$ cat src/rtl/interface_frame_sequencer_if.sv
// Frame link bundle between the SPI receive side and interface_frame_sequencer.
// master drives raw frames and e-stop; slave returns latched data and link status.
interface interface_frame_sequencer_if #(
  parameter int BUFFER_SIZE = 240
);
  logic [BUFFER_SIZE-1:0] rx_data;
  logic                   frame_done;
  logic                   estop_in;
  logic [BUFFER_SIZE-1:0] rx_latched;
  logic                   frame_strobe;
  logic                   run;
  logic                   timeout;
  logic [1:0]             state;
  logic [31:0]            header_tx;
  logic [7:0]             bad_frames;

  modport master (
    output rx_data, frame_done, estop_in,
    input  rx_latched, frame_strobe, run, timeout, state, header_tx, bad_frames
  );

  modport slave (
    input  rx_data, frame_done, estop_in,
    output rx_latched, frame_strobe, run, timeout, state, header_tx, bad_frames
  );
endinterface

$ cat src/rtl/interface_frame_sequencer.sv
// Frame qualifier, shadow latch, link watchdog and IDLE/RUN/FAULT/RECOVER sequencer.
// Define FRAME_CHECKSUM_EN to require rx[7:0] == XOR of all other frame bytes.
//
//   state   | meaning
//   IDLE    | out of reset, waiting for the first good frame
//   RUN     | link healthy, joints may be enabled
//   FAULT   | e-stop or link loss, motion inhibited, telemetry still latched
//   RECOVER | counting consecutive good frames before returning to RUN
module interface_frame_sequencer #(
  parameter int          BUFFER_SIZE    = 240,
  parameter logic [31:0] HEADER_RX      = 32'h74697277,
  parameter int          TIMEOUT_CYCLES = 2400000,
  parameter int          RECOVER_FRAMES = 4
) (
  input logic                         sysclk,
  input logic                         rst_n,
  interface_frame_sequencer_if.slave  frm
);

  localparam int WD_W = $clog2(TIMEOUT_CYCLES + 1);
  localparam int RC_W = $clog2(RECOVER_FRAMES + 1);
  localparam logic [WD_W-1:0] WD_MAX = WD_W'(TIMEOUT_CYCLES);
  localparam logic [RC_W-1:0] RC_MAX = RC_W'(RECOVER_FRAMES);
  localparam logic [31:0] HDR_DATA = 32'h64617461;
  localparam logic [31:0] HDR_ESTP = 32'h65737470;

  typedef enum logic [1:0] {
    ST_IDLE    = 2'd0,
    ST_RUN     = 2'd1,
    ST_FAULT   = 2'd2,
    ST_RECOVER = 2'd3
  } state_t;

  localparam int B = BUFFER_SIZE;

  state_t                 state_q, state_d;
  logic [RC_W-1:0]        rc_q, rc_d;
  logic [WD_W-1:0]        wd_q, wd_d;
  logic                   wd_expire;
  logic [B-1:0]           rx_latched_q;
  logic                   frame_strobe_q;
  logic                   run_q;
  logic                   timeout_q;
  logic [31:0]            header_tx_q;
  logic [7:0]             bad_frames_q;
  logic [31:0]            hdr;
  logic                   csum_ok;
  logic                   accept;
  logic                   reject;

  // Host sends the header byte-serial, first byte in the MSBs; swap to a word.
  assign hdr = {frm.rx_data[B-25:B-32], frm.rx_data[B-17:B-24],
                frm.rx_data[B-9:B-16],  frm.rx_data[B-1:B-8]};

`ifdef FRAME_CHECKSUM_EN
  localparam int NBYTES = BUFFER_SIZE / 8;
  logic [7:0] xor_acc;

  always_comb begin
    xor_acc = 8'h00;
    for (int i = 1; i < NBYTES; i++) begin
      xor_acc = xor_acc ^ frm.rx_data[i*8 +: 8];
    end
  end

  assign csum_ok = (xor_acc == frm.rx_data[7:0]);
`else
  assign csum_ok = 1'b1;
`endif

  assign accept = frm.frame_done && (hdr == HEADER_RX) && csum_ok;
  assign reject = frm.frame_done && !accept;

  // Expiry is judged on the next count so an accept on that same edge wins.
  always_comb begin
    if (accept) begin
      wd_d = '0;
    end else if (wd_q == WD_MAX) begin
      wd_d = wd_q;
    end else begin
      wd_d = wd_q + WD_W'(1);
    end
  end

  assign wd_expire = (wd_d == WD_MAX);

  always_comb begin
    state_d = state_q;
    rc_d    = rc_q;
    if (frm.estop_in) begin
      state_d = ST_FAULT;
      rc_d    = '0;
    end else begin
      case (state_q)
        ST_IDLE: begin
          if (accept) begin
            state_d = ST_RUN;
          end
        end
        ST_RUN: begin
          if (wd_expire) begin
            state_d = ST_FAULT;
          end
        end
        ST_FAULT: begin
          if (accept) begin
            state_d = ST_RECOVER;
            rc_d    = RC_W'(1);
          end
        end
        ST_RECOVER: begin
          if (accept) begin
            if ((rc_q + RC_W'(1)) >= RC_MAX) begin
              state_d = ST_RUN;
              rc_d    = '0;
            end else begin
              rc_d = rc_q + RC_W'(1);
            end
          end else if (reject || wd_expire) begin
            state_d = ST_FAULT;
            rc_d    = '0;
          end
        end
        default: begin
          state_d = ST_FAULT;
          rc_d    = '0;
        end
      endcase
    end
  end

  always_ff @(posedge sysclk or negedge rst_n) begin
    if (!rst_n) begin
      state_q     <= ST_IDLE;
      rc_q        <= '0;
      run_q       <= 1'b0;
      header_tx_q <= HDR_ESTP;
    end else begin
      state_q     <= state_d;
      rc_q        <= rc_d;
      run_q       <= (state_d == ST_RUN);
      header_tx_q <= ((state_d == ST_RUN) || (state_d == ST_RECOVER)) ? HDR_DATA : HDR_ESTP;
    end
  end

  always_ff @(posedge sysclk or negedge rst_n) begin
    if (!rst_n) begin
      wd_q           <= '0;
      timeout_q      <= 1'b0;
      rx_latched_q   <= '0;
      frame_strobe_q <= 1'b0;
      bad_frames_q   <= 8'd0;
    end else begin
      wd_q           <= wd_d;
      timeout_q      <= wd_expire;
      frame_strobe_q <= accept;
      if (accept) begin
        rx_latched_q <= frm.rx_data;
      end
      if (reject && (bad_frames_q != 8'hFF)) begin
        bad_frames_q <= bad_frames_q + 8'd1;
      end
    end
  end

  assign frm.rx_latched   = rx_latched_q;
  assign frm.frame_strobe = frame_strobe_q;
  assign frm.run          = run_q;
  assign frm.timeout      = timeout_q;
  assign frm.state        = state_q;
  assign frm.header_tx    = header_tx_q;
  assign frm.bad_frames   = bad_frames_q;

endmodule

$ cat src/flat_wrapper.sv
// flat-port wrapper written by rule: the top's interface ports become plain ports
module interface_frame_sequencer_flat 
#(
  parameter int          BUFFER_SIZE    = 240,
  parameter logic [31:0] HEADER_RX      = 32'h74697277,
  parameter int          TIMEOUT_CYCLES = 2400000,
  parameter int          RECOVER_FRAMES = 4
)
  (sysclk, rst_n, frm_rx_data, frm_frame_done, frm_estop_in, frm_rx_latched, frm_frame_strobe, frm_run, frm_timeout, frm_state, frm_header_tx, frm_bad_frames);
  interface_frame_sequencer_if #(.BUFFER_SIZE(BUFFER_SIZE)) frm_i ();
  input logic sysclk;
  input logic rst_n;
  input wire logic [$bits(frm_i.rx_data)-1:0] frm_rx_data;
  input wire logic [$bits(frm_i.frame_done)-1:0] frm_frame_done;
  input wire logic [$bits(frm_i.estop_in)-1:0] frm_estop_in;
  output wire logic [$bits(frm_i.rx_latched)-1:0] frm_rx_latched;
  output wire logic [$bits(frm_i.frame_strobe)-1:0] frm_frame_strobe;
  output wire logic [$bits(frm_i.run)-1:0] frm_run;
  output wire logic [$bits(frm_i.timeout)-1:0] frm_timeout;
  output wire logic [$bits(frm_i.state)-1:0] frm_state;
  output wire logic [$bits(frm_i.header_tx)-1:0] frm_header_tx;
  output wire logic [$bits(frm_i.bad_frames)-1:0] frm_bad_frames;
  assign frm_i.rx_data = frm_rx_data;
  assign frm_i.frame_done = frm_frame_done;
  assign frm_i.estop_in = frm_estop_in;
  assign frm_rx_latched = frm_i.rx_latched;
  assign frm_frame_strobe = frm_i.frame_strobe;
  assign frm_run = frm_i.run;
  assign frm_timeout = frm_i.timeout;
  assign frm_state = frm_i.state;
  assign frm_header_tx = frm_i.header_tx;
  assign frm_bad_frames = frm_i.bad_frames;
  interface_frame_sequencer #(.BUFFER_SIZE(BUFFER_SIZE), .HEADER_RX(HEADER_RX), .TIMEOUT_CYCLES(TIMEOUT_CYCLES), .RECOVER_FRAMES(RECOVER_FRAMES)) u_core (.sysclk(sysclk), .rst_n(rst_n), .frm(frm_i));
endmodule
$ cat config.mk
export PLATFORM = sky130hd
export DESIGN_NAME = interface_frame_sequencer_flat
export DESIGN_NICKNAME = d
export VERILOG_FILES = /design/src/rtl/interface_frame_sequencer_if.sv /design/src/rtl/interface_frame_sequencer.sv /design/src/flat_wrapper.sv
export SDC_FILE = /design/constraint.sdc
export NUM_CORES = 1
export LEC_CHECK = 0
export ABC_CLOCK_PERIOD_IN_PS = 6100
export CAP_MARGIN = 0
export CORE_AREA = 8 8 199 201
export CTS_BUF_LIST = sky130_fd_sc_hd__clkbuf_4 sky130_fd_sc_hd__clkbuf_8 sky130_fd_sc_hd__clkbuf_16
export DETAILED_ROUTE_END_ITERATION = 10
export DIE_AREA = 0 0 207 209
export PLACE_DENSITY = 0.72
export SYNTH_ARGS = -nofsm -noshare
export SYNTH_HDL_FRONTEND = slang
export SYNTH_SLANG_ARGS = --single-unit
$ cat constraint.sdc
create_clock -name sysclk -period 6.1 [get_ports sysclk]
set_input_delay 1.22 -clock sysclk [delete_from_list [all_inputs] [get_ports sysclk]]
set_output_delay 1.22 -clock sysclk [all_outputs]
set_load 0.1 [all_outputs]
## Yosys cells after proc, flatten, opt, wreduce, memory -nomap -nowiden

Cells that the tools add are included.

- Logic and storage cells: 50
- Output and inout port bits: 285
- Register bits after elaboration: 310

- $lt $le $gt $ge: 1
- Reductions and logical operators: 9
- Muxes and demuxes: 17
- Equality and inequality tests: 11
- Add/sub/neg operators: 3

Operators by type and width:

| operator | count |
|---|---|
| $eq 22x22->1 const B | 2 |
| $mux 22 | 2 |
| $eq 32x31->1 const B | 1 |
| $mux 25 | 1 |
| $add 22x1->22 const B | 1 |
| $mux 3 | 5 |
| $mux 2 | 7 |
| $add 8x1->8 const B | 1 |
| $ne 8x8->1 const B | 1 |
| $pmux 2 s4 | 1 |
| $eq 2x2->1 const B | 3 |
| $pmux 3 s2 | 1 |
| $eq 2x1->1 const B | 2 |
| $ne 4x2->1 const B | 1 |
| $add 3x1->3 const B | 1 |
| $ge 3x3->1 const B | 1 |
| $logic_and 1x1->1 | 3 |
| $ne 3x2->1 const B | 1 |
| $reduce_and 3->1 | 1 |
| $reduce_bool 3->1 | 1 |
| $logic_not 2->1 | 1 |
| $logic_or 1x1->1 | 2 |
| $logic_not 1->1 | 1 |

## Logic depth before layout (Yosys ltp)

Gate-level depths: netlist of the first run.

- Depth in word-level cells: 12
- Depth in mapped cells: 10
- Depth with buffers taken out: 9

## Worst setup path before layout of the first run

Ideal clock, no wire load.

- Kind: input -> register
- Start point: in frm_rx_data[209]
- End point: reg u_core.wd_q[0]
- Cell stages on the path: 9
- Arrival: 2,935 ps
- Slack: 3,033 ps
- Path buffers: 3
- Setup time: 132 ps
- Path through: nor4b_1 > nand4_1 > nor2_1 > nand2_1 > inv_1 > clkbuf_1 > clkbuf_1 > clkbuf_1 > nor2_1

- Word-level cells in the longest chain between the ends: 3

RTL lines:

| what | RTL line | text |
|---|---|---|
| start: declaration | flat_wrapper.sv:13 | `input wire logic [$bits(frm_i.rx_data)-1:0] frm_rx_data;` |
| $eq 32x31->1 | interface_frame_sequencer.sv:71 | `assign accept = frm.frame_done && (hdr == HEADER_RX) && csum_ok;` |
| $logic_and 1x1->1 | interface_frame_sequencer.sv:71 |  |
| $mux 22 | interface_frame_sequencer.sv:76 | `if (accept) begin` |
| via u_core.wd_d[0] | interface_frame_sequencer.sv:38 | `logic [WD_W-1:0] wd_q, wd_d;` |
| end signal: assignment | interface_frame_sequencer.sv:154 | `wd_q <= wd_d;` |
| end: declaration | interface_frame_sequencer.sv:38 |  |

The timed path passes the listed nets, and every way through them passes these cells.
A chain may end at the register's enable or synchronous reset.

## Worst setup path after layout of the first run

- Start point: in frm_rx_data[230]
- End point: reg u_core.rx_latched_q[122] (netlist: u_core.frm.rx_latched[122])

- Word-level cells in the longest chain between the ends: 2

RTL lines:

| what | RTL line | text |
|---|---|---|
| $eq 32x31->1 | interface_frame_sequencer.sv:71 |  |
| $logic_and 1x1->1 | interface_frame_sequencer.sv:71 |  |
| end signal: assignment | interface_frame_sequencer.sv:158 | `rx_latched_q <= frm.rx_data;` |
| end: declaration | interface_frame_sequencer.sv:40 | `logic [B-1:0] rx_latched_q;` |

No other way between the ends.

==> impl_metrics.toml, run 1 <==
[route]
drtPass1Iterations = 5
wire_per_inst_um = 17.1
drt_iter0_markers = 479
wl_um = 37500
via_per_inst = 4.44
drtAntennaViolNets = 0
drc = 0
routed-via-count = 9729

[placement]
pre_cts_slack_ns = 1.76
port_buffers = 501
dp_hpwl_um = 27600
gp_congestion = 0.796

[setup_path]
r2r-end = "u_core.frm.header_tx[20]"
cp-startpoint = "frm_rx_data[230]"
r2r_slack_ns = 3.22
worstPathArrival_ns = 4.30
critPathMaxFanout = 125
crit_required_ns = 6.60
critPathKind = "in -> reg"
start_kind = "input pin"
crit_path_end = "u_core.frm.rx_latched[122]"
r2r-start = "u_core.wd_q[1]"
reg2regPathDepth = 8
endpoint_kind = "flop"

[synth]
synth_edf_count = 0
synth-async-reset-ratio = 1.00
synth_seq_cells = 279
yosys.area_share.simple = 0.288
ys_warn_count = 0
seq_area_frac_synth = 0.616
syn_inst = 1229
synth-xor-area-share = 0.0224
avgSynthCellArea_sq_um = 9.23
synth_cell_types = 55
synth-compound-area-share = 0.0186
synth_top_family_by_area = "simple AND/OR/NAND/NOR gates"
synth_flop_cell = "dfrtp_1"
netlist_area_sq_um = 11300
synthMuxAreaShare = 0.00408
synth-adder-area-share = 0.00441

[status]
status = "completed"

[hold_path]
hp-start = "u_core.frm.rx_latched[238]"
hp-class = "reg -> reg"

[clock_network]
cts.htree.levels = 1
clk_pin_slew_ns = 0.05
clkLatencyLatePin_ns = 0.57
cts_root_buf = "clkbuf_16"
clock-sinks = 279
cts_resized = 0
postCtsHoldBufs = 0
tritoncts = "yes"
cts-buffers-inserted = 30
cts_setup_buffers = 0
cts.path.max_buffers = 3

[timing]
fin_crit_sh = 0.623
whs_ns = 0.462
fin_crit_ns = 3.80
max_freq_mhz = 263
finalWorstSetupSlack_ns = 2.30
slew_headroom = 0.267
hold_viol = 0
grt_setup_unrepaired = "no"
setup_viol = 0
clock_skew_ns = 0.00905
tightest_slew_ns = 1.10
finalMaxSlewViolations = 0
setup_tns_ns = 0

[power_and_ir_drop]
ir_worst_vdd_mv = 0.196
p_leak_nw = 8.69
powerDensity_nw_per_um2 = 246

[floorplan]
ios = 529
dieWidth_um = 207
rows = 70
coreArea_sq_um = 36300
die_area_sq_um = 43300
die_h_um = 209
floorplan.initialDensity = 0.313

[global_route]
grt_first_pass_wirelength_um = 58600
grt_pass1_vias = 10300
antenna_found_initial = 1
gr-usage-all-layers = 0.164
grt_max_degree = 166
grt.overflow.total = 0

[final_layout]
drive_gt1_frac = 0.0546
areaGrowthSynthToFinish_pct = 56.1
nets = 1947
final_common_cell = "nand2_1"
post-route-util = 0.488
fillers = 3321
final_cell_mix = "nand2_1, clkdlybuf4s50_1, dfrtp_1, nor2_1, clkbuf_16"
n_antenna_cell = 0

[flow_run]
drv_cap = 0
area by class of cell:
class                   count  area, sq um  area share
inverters                   8         37.5     0.00212
clock buffers              38          842      0.0476
repair buffers            508         5100       0.288
multi-input cells         872         3930       0.222
well taps                 468          586      0.0331
flip-flops and latches    279         6980       0.395
clock inverters            17          218      0.0123
per-layer routing:
layer | GRT usage | share of wire | wire (um) | vias to the layer above
met2 | 0.292 | 0.50 | 18800 | 344
li1 | - | - | - | 4713
met4 | 0.0298 | 0.016 | 605 | 2
met5 | 0 | 0.00035 | 13 | -
met1 | 0.182 | 0.38 | 14300 | 4621
met3 | 0.0723 | 0.10 | 3760 | 49
Yosys cell counts (all sizes together), types with 3 or more instances:
master / instances / area [sq um]
nor2b: 14 / 87.6
or2: 19 / 119
nand3: 7 / 35.0
dfrtp: 278 / 6960
nand2: 644 / 2420
and4b: 3 / 30.0
xnor2: 12 / 105
or4: 3 / 26.3
nor3: 5 / 25.0
nor4: 10 / 68.8
buf: 39 / 285
and4: 3 / 26.3
clkbuf: 56 / 210
nor2: 33 / 124
nand4: 16 / 113
nor4bb: 5 / 50.1
nand2b: 3 / 18.8
o21ai: 6 / 30.0
nor4b: 4 / 41.3
ha: 4 / 50.1
inv: 8 / 30.0
xor2: 17 / 149
o211ai: 3 / 22.5
a21oi: 5 / 25.0
sequential cells by signal, indices dropped and copies added (netlist names):
register                 flops
u_core.frm.rx_latched      240
u_core.frm.state             2
u_core.rc_q                  3
u_core.frm.run               1
u_core.frm.timeout           1
u_core.wd_q                 22
u_core.frm.bad_frames        8
u_core.frm.frame_strobe      1
u_core.frm.header_tx         1
worst min path at each step:
| stage | to | depth (start not counted) |
|---|---|---|
| floorplan | u_core.rc_q[2] | 2 |
| global placement | u_core.frm.rx_latched[210] | 1 |
| detailed placement | u_core.frm.rx_latched[212] | 1 |
| CTS | u_core.frm.rx_latched[212] | 1 |
| global route | u_core.frm.rx_latched[238] | 1 |
| finish | u_core.frm.rx_latched[238] | 1 |
through the flow:
| step | cells | cell area (sq um) | power [mW] |
|---|---|---|---|
| after global routing | 2190 | 17700 | 4.50 |
| final | 2190 | 17700 | 4.34 |
| after detailed placement | 2135 | 16600 | 2.46 |
| after CTS | 2190 | 17700 | 4.41 |
| after global placement | 2135 | 16600 | 2.45 |
| after floorplan | 1254 | 11400 | 2.21 |
critical path: stages:
cell	delay [ns]
clkdlybuf4s50_1	0.44
nor4bb_1	0.36
nand4_1	0.21
nor2_1	0.36
nand2_4	0.38
inv_8	0.43
buf_12	0.42
nand2_1	0.16
nand2_1	0.09
report_power, final:
part	switching, mW	internal (mW)
Sequential	0.0278	1.87
Clock	0.773	1.15
Combinational	0.324	0.197
cell families (layout without fill, tap and decap cells):
family | Yosys count | in the layout
AOI/OAI and AO/OA | 28 | 28
xor gates and xnor gates | 29 | 29
adders and majority gates | 4 | 4
buffers and inverters | 103 | 571
DFF | 279 | 279
muxes | 4 | 4
other | 2 | 27
and+or+nand+nor | 780 | 780
(Power assumes the default switching activity.)
==> run 2, diff against run 1 <==
--- a/config.mk
+++ b/config.mk
@@ -5,13 +5,14 @@
 export SDC_FILE = /design/constraint.sdc
 export NUM_CORES = 1
 export LEC_CHECK = 0
-export ABC_CLOCK_PERIOD_IN_PS = 6100
+export ABC_CLOCK_PERIOD_IN_PS = 3400
 export CAP_MARGIN = 0
-export CORE_AREA = 8 8 199 201
+export CORE_ASPECT_RATIO = 0.6
+export CORE_MARGIN = 8
+export CORE_UTILIZATION = 37
 export CTS_BUF_LIST = sky130_fd_sc_hd__clkbuf_4 sky130_fd_sc_hd__clkbuf_8 sky130_fd_sc_hd__clkbuf_16
 export DETAILED_ROUTE_END_ITERATION = 10
-export DIE_AREA = 0 0 207 209
-export PLACE_DENSITY = 0.72
+export PLACE_DENSITY = 0.84
 export SYNTH_ARGS = -nofsm -noshare
 export SYNTH_HDL_FRONTEND = slang
 export SYNTH_SLANG_ARGS = --single-unit
==> constraint.sdc (replaced) <==
create_clock -name sysclk -period 3.4 [get_ports sysclk]
set_input_delay 0.68 -clock sysclk [delete_from_list [all_inputs] [get_ports sysclk]]
set_output_delay 0.68 -clock sysclk [all_outputs]
set_load 0.1 [all_outputs]
==> run 2 against run 1 <==
Against the previous run: sequential cell count is the same; setup slack lost 1.8 ns; power grew 73%; non-clock buffer count grew 11; sequential share of layout area grew 1.4 points; via count grew 2.6%; clock skew grew 0.0014 ns; hold slack lost 0.26 ns; largest power group is now registers; largest cell class unchanged; highest routed layer is now met4; design area shrank 3.5%; register-to-register slack lost 2.7 ns.
==> impl_metrics.toml, run 2 (same netlist as run 1, synthesis figures left out) <==
[setup_path]
start_kind = "flop"
endpoint_kind = "flop"
critPathKind = "reg -> reg"
critPathMaxFanout = 10
crit_required_ns = 3.88
worstPathArrival_ns = 3.36

[global_route]
grt.overflow.total = 0
gr-usage-all-layers = 0.196
use_met2 = 0.328
gr-usage-met3 = 0.0688
antenna_found_initial = 0
grt_most_used_layer = "met2"
global_route.usage.met1 = 0.243
grt_max_degree = 106
grt_first_pass_wirelength_um = 58400
grt_pass1_vias = 10500

[route]
via_per_inst = 4.68
drtPass1Iterations = 5
drtAntennaViolNets = 0
wl_um = 37900
drt_iter0_markers = 523
routed-via-count = 9979
drc = 0
wire_per_inst_um = 17.8

[placement]
port_buffers = 501
dp_hpwl_um = 29000
gp_congestion = 0.856
post_dp_cell_area_sq_um = 16100

[clock_network]
cts_resized = 0
clkLatencyLatePin_ns = 0.53
cts_root_buf = "clkbuf_16"
clock-sinks = 279
tritoncts = "yes"
postCtsHoldBufs = 0
cts.path.max_buffers = 3
cts_setup_buffers = 0
cts-buffers-inserted = 27
clk_pin_slew_ns = 0.07
cts.htree.levels = 1

[power_and_ir_drop]
ir_worst_vdd_mv = 0.301
powerDensity_nw_per_um2 = 439
p_leak_nw = 9.12

[floorplan]
die_area_sq_um = 36700
ios = 529
die_h_um = 152
coreArea_sq_um = 30000
floorplan.initialDensity = 0.377
rows = 49
dieWidth_um = 242

[final_layout]
nets = 1955
final_cell_mix = "nand2_1, clkdlybuf4s50_1, dfrtp_1, buf_4, nor2_1"
largest_reg_flops = 240
final_common_cell = "nand2_1"
n_antenna_cell = 0
areaGrowthSynthToFinish_pct = 50.6
drive_gt1_frac = 0.182
fillers = 2515
fin_area_sq_um = 17100

[timing]
fin_crit_sh = 0.847
slew_headroom = 0.322
hold_viol = 0
max_freq_mhz = 347
finalMaxSlewViolations = 0
tightest_slew_ns = 1.01
fin_crit_ns = 2.88
clock_skew_ns = 0.0105
whs_ns = 0.199
grt_setup_unrepaired = "no"
setup_tns_ns = 0
setup_viol = 0

[hold_path]
hp-class = "in -> async"

[flow_run]
drv_cap = 0

[status]
status = "completed"
[run 2: stage by stage]
step | std cells | setup WS [ns] | utilization | power [mW]
floorplan | 1254 | 0.873 | - | 3.97
global placement | 2086 | 0.365 | 0.538 | 4.41
detailed placement | 2086 | 0.277 | 0.538 | 4.42
CTS | 2133 | 0.611 | 0.568 | 7.58
global route | 2133 | 0.332 | 0.568 | 7.77
finish | 2133 | 0.520 | 0.568 | 7.50
[run 2: cell type report]
class	instances	area, sq um	area share
well taps	408	510	0.0299
clock inverters	6	109	0.00637
inverters	8	37.5	0.00220
repair buffers	519	4690	0.274
clock buffers	41	818	0.0479
multi-input cells	872	3930	0.230
flip-flops and latches	279	6980	0.409
[run 2: report_power, final]
part | internal, mW | leakage, nW | switching, mW
combinational | 0.347 | 4.79 | 0.594
clock | 1.88 | 0.467 | 1.26
sequential | 3.36 | 3.86 | 0.0561
[run 2: per-layer routing]
layer | share of wire | routed length (um)
met1 | 0.40 | 15200
met2 | 0.49 | 18500
met3 | 0.087 | 3290
met4 | 0.025 | 934
met5 | 0 | 0
[run 2: critical path, cell delays in order, from the launching register on]
cell and delay (ns):
dfrtp_1 0.56, nand4_2 0.30, nor4_1 0.65, o211ai_1 0.29, a22oi_1 0.26, nand4_1 0.15, nor4b_1 0.43, or4_1 0.18
[run 2: path summary, 6_finish.rpt]
| kind | from | endpoint | slack, ns | cells after the start |
|---|---|---|---|---|
| min in group sysclk | u_core.frm.rx_latched[228] | u_core.frm.rx_latched[228] | 0.47 | 1 |
| worst min register to register | u_core.frm.rx_latched[228] | u_core.frm.rx_latched[228] | 0.47 | 1 |
| worst max-delay path | u_core.wd_q[2] | u_core.frm.header_tx[20] | 0.52 | 7 |
| max in group asynchronous | rst_n | u_core.frm.rx_latched[52] | 2.35 | 2 |
| worst min-delay path | rst_n | u_core.frm.rx_latched[164] | 0.20 | 1 |
| worst max register to register | u_core.wd_q[2] | u_core.frm.header_tx[20] | 0.52 | 7 |
==> run 3, diff against run 2 <==
--- a/config.mk
+++ b/config.mk
@@ -5,7 +5,7 @@
 export SDC_FILE = /design/constraint.sdc
 export NUM_CORES = 1
 export LEC_CHECK = 0
-export ABC_CLOCK_PERIOD_IN_PS = 3400
+export ABC_CLOCK_PERIOD_IN_PS = 2400
 export CAP_MARGIN = 0
 export CORE_ASPECT_RATIO = 0.6
 export CORE_MARGIN = 8
==> constraint.sdc (replaced) <==
create_clock -name sysclk -period 2.4 [get_ports sysclk]
set_input_delay 0.48 -clock sysclk [delete_from_list [all_inputs] [get_ports sysclk]]
set_output_delay 0.48 -clock sysclk [all_outputs]
set_load 0.1 [all_outputs]
==> run 3 against run 2 <==
Against the previous run: the run now ends with setup timing left; utilization rose by 2.1 points; sequential power rose by 41%; fmax rose by 13%; sequential share of layout area fell by 1.5 points; combinational power rose by 46%; cell count rose by 3.1%; clock skew rose by 0.0056 ns; non-clock buffer count rose by 61; register-to-register slack got worse by 0.67 ns; setup slack got worse by 0.67 ns; sequential cell count did not move; wire length rose by 5.6%; critical endpoint unchanged; largest power group unchanged; highest routed layer is now met5.
==> impl_metrics.toml, run 3 (same netlist as run 1, synthesis figures left out) <==
[clock_network]
cts-buffers-inserted = 27
clk_pin_slew_ns = 0.07
clock-sinks = 279
cts.htree.levels = 1
tritoncts = "yes"
cts_root_buf = "clkbuf_16"
clkLatencyLatePin_ns = 0.54
cts.path.max_buffers = 3

[global_route]
grt_pass1_vias = 10300
grt.overflow.total = 0
antenna_found_initial = 3
grt_first_pass_wirelength_um = 59300
grt_max_degree = 71
gr-usage-all-layers = 0.202

[setup_path]
r2r-end = "u_core.frm.header_tx[20]"
critPathMaxFanout = 2
start_kind = "flop"
reg2regPathDepth = 7
worstPathArrival_ns = 3.01
critPathKind = "reg -> reg"
crit_required_ns = 2.85
r2r-start = "u_core.wd_q[13]"
endpoint_kind = "flop"
r2r_slack_ns = -0.15

[route]
routed-via-count = 10200
drt_iter0_markers = 768
wire_per_inst_um = 18.2
drtAntennaViolNets = 0
wl_um = 40000
drtPass1Iterations = 5
via_per_inst = 4.65
drc = 0

[floorplan]
rows = 49
die_area_sq_um = 36700
ios = 529
dieWidth_um = 242
coreArea_sq_um = 30000
floorplan.initialDensity = 0.377
die_h_um = 152

[status]
violations = "setup timing"
status = "finished, violations left"

[final_layout]
areaGrowthSynthToFinish_pct = 56.2
final_cell_mix = "nand2_1, buf_4, dfrtp_1, clkdlybuf4s50_1, nor2_1"
nets = 2016
drive_gt1_frac = 0.243
final_common_cell = "nand2_1"
largest_reg_flops = 240
final_cells = 2199
fin_area_sq_um = 17700

[power_and_ir_drop]
seq_power_share = 0.443
power_frac_comb = 0.126
p_total_mw = 10.9
p_leak_nw = 9.61
p_switching_mw = 2.82
ir_worst_vdd_mv = 0.481
powerDensity_nw_per_um2 = 616
swShare = 0.259
intPower_mw = 8.08
pwr-share-clk = 0.431

[placement]
pre_cts_slack_ns = -0.384
gp_congestion = 0.925
port_buffers = 501
post_dp_cell_area_sq_um = 16500
dp_hpwl_um = 30400
post-place-cells = 2135

[timing]
slew_headroom = 0.596
finalMaxSlewViolations = 0
max_freq_mhz = 392
grt_setup_unrepaired = "yes"
clock_skew_ns = 0.0161
hold_viol = 0
finalWorstSetupSlack_ns = -0.154
fin_crit_sh = 1.06
setup_viol = 9
fin_crit_ns = 2.55
tightest_slew_ns = 0.606

[hold_path]
hp-class = "in -> reg"
hp-start = "frm_rx_data[92]"
min_to = "u_core.frm.rx_latched[92]"
worstHoldPathCells = 3

[flow_run]
drv_cap = 0
-- run 3: cell count changes in the layout (fill, tap and decap cells not counted), moves of 3 or more --
cell / delta
clkinv_2: +5
clkdlybuf4s50_1: -41
buf_4: +93
buf_12: +7
and4_1: -3
clkbuf_4: -4
bufinv_16: +3
nor4_1: -5
nor4_2: +3
clkbuf_8: -4
-- run 3: critical path, cell delays in order, from the launching register on --
cell and delay (ns):
dfrtp_1 0.38, or4_4 0.57, nor4b_4 0.28, and4_4 0.28, mux2_4 0.33, nand4_1 0.13
nor4b_1 0.08, or4_1 0.43
-- run 3: worst max path at each step --
stage,endpoint,from
floorplan,u_core.frm.header_tx[20],u_core.wd_q[6]
global placement,u_core.rc_q[1],frm_rx_data[229]
detailed placement,u_core.rc_q[2],frm_rx_data[235]
CTS,u_core.frm.header_tx[20],u_core.wd_q[6]
global route,u_core.rc_q[2],u_core.wd_q[6]
finish,u_core.frm.header_tx[20],u_core.wd_q[13]
-- run 3: power by group through the flow --
| stage | sequential (mW) | combinational (mW) | clock, mW |
|---|---|---|---|
| after floorplan | 5.31 | 0.316 | 0 |
| after global placement | 4.92 | 1.36 | 0 |
| after detailed placement | 4.92 | 1.37 | 0 |
| after CTS | 4.83 | 1.38 | 4.82 |
| after global routing | 4.84 | 1.43 | 5.03 |
| final | 4.83 | 1.37 | 4.70 |
-- run 3: repair_timing --
item | in CTS | in global routing
gates cloned | 0 | 0
pin swaps | 3 | 12
setup buffers | 6 | 5
endpoints found under the setup margin | 5 | 11
gates resized for setup | 5 | 20
endpoints found under the hold margin | 59 | 0
hold buffers | 1 | 0
-- run 3: final cells by class --
| cell class | count | area [sq um] |
|---|---|---|
| Tap cell | 408 | 510 |
| Clock buffer | 33 | 733 |
| Timing Repair Buffer | 580 | 5140 |
| Antenna cell | 2 | 5.00 |
| Fill cell | 2449 | 12300 |
| Multi-Input combinational cell | 872 | 4060 |
| Sequential cell | 279 | 6980 |
| Clock inverter | 17 | 249 |
| Inverter | 8 | 37.5 |
-- run 3: layer usage --
layer  track usage  part of all wire  up-vias  wire (um)
met5             0           0.00032        -         13
met4        0.0562             0.029        2       1140
met3        0.0751             0.090       68       3610
li1              -                 -     4856          -
met1         0.252              0.40     4890      15900
met2         0.330              0.48      419      19400
-- run 3: per-stage QoR --
stage	hold WS [ns]	TNS [ns]	utilization
2_1_floorplan	0.184	-0.0541	-
3_3_place_gp	0.453	-26.43	0.549
3_5_place_dp	0.455	-31.54	0.549
4_1_cts	0.425	-0.0592	0.584
5_1_grt	0.436	-1.89	0.590
6_report	0.454	-0.870	0.590
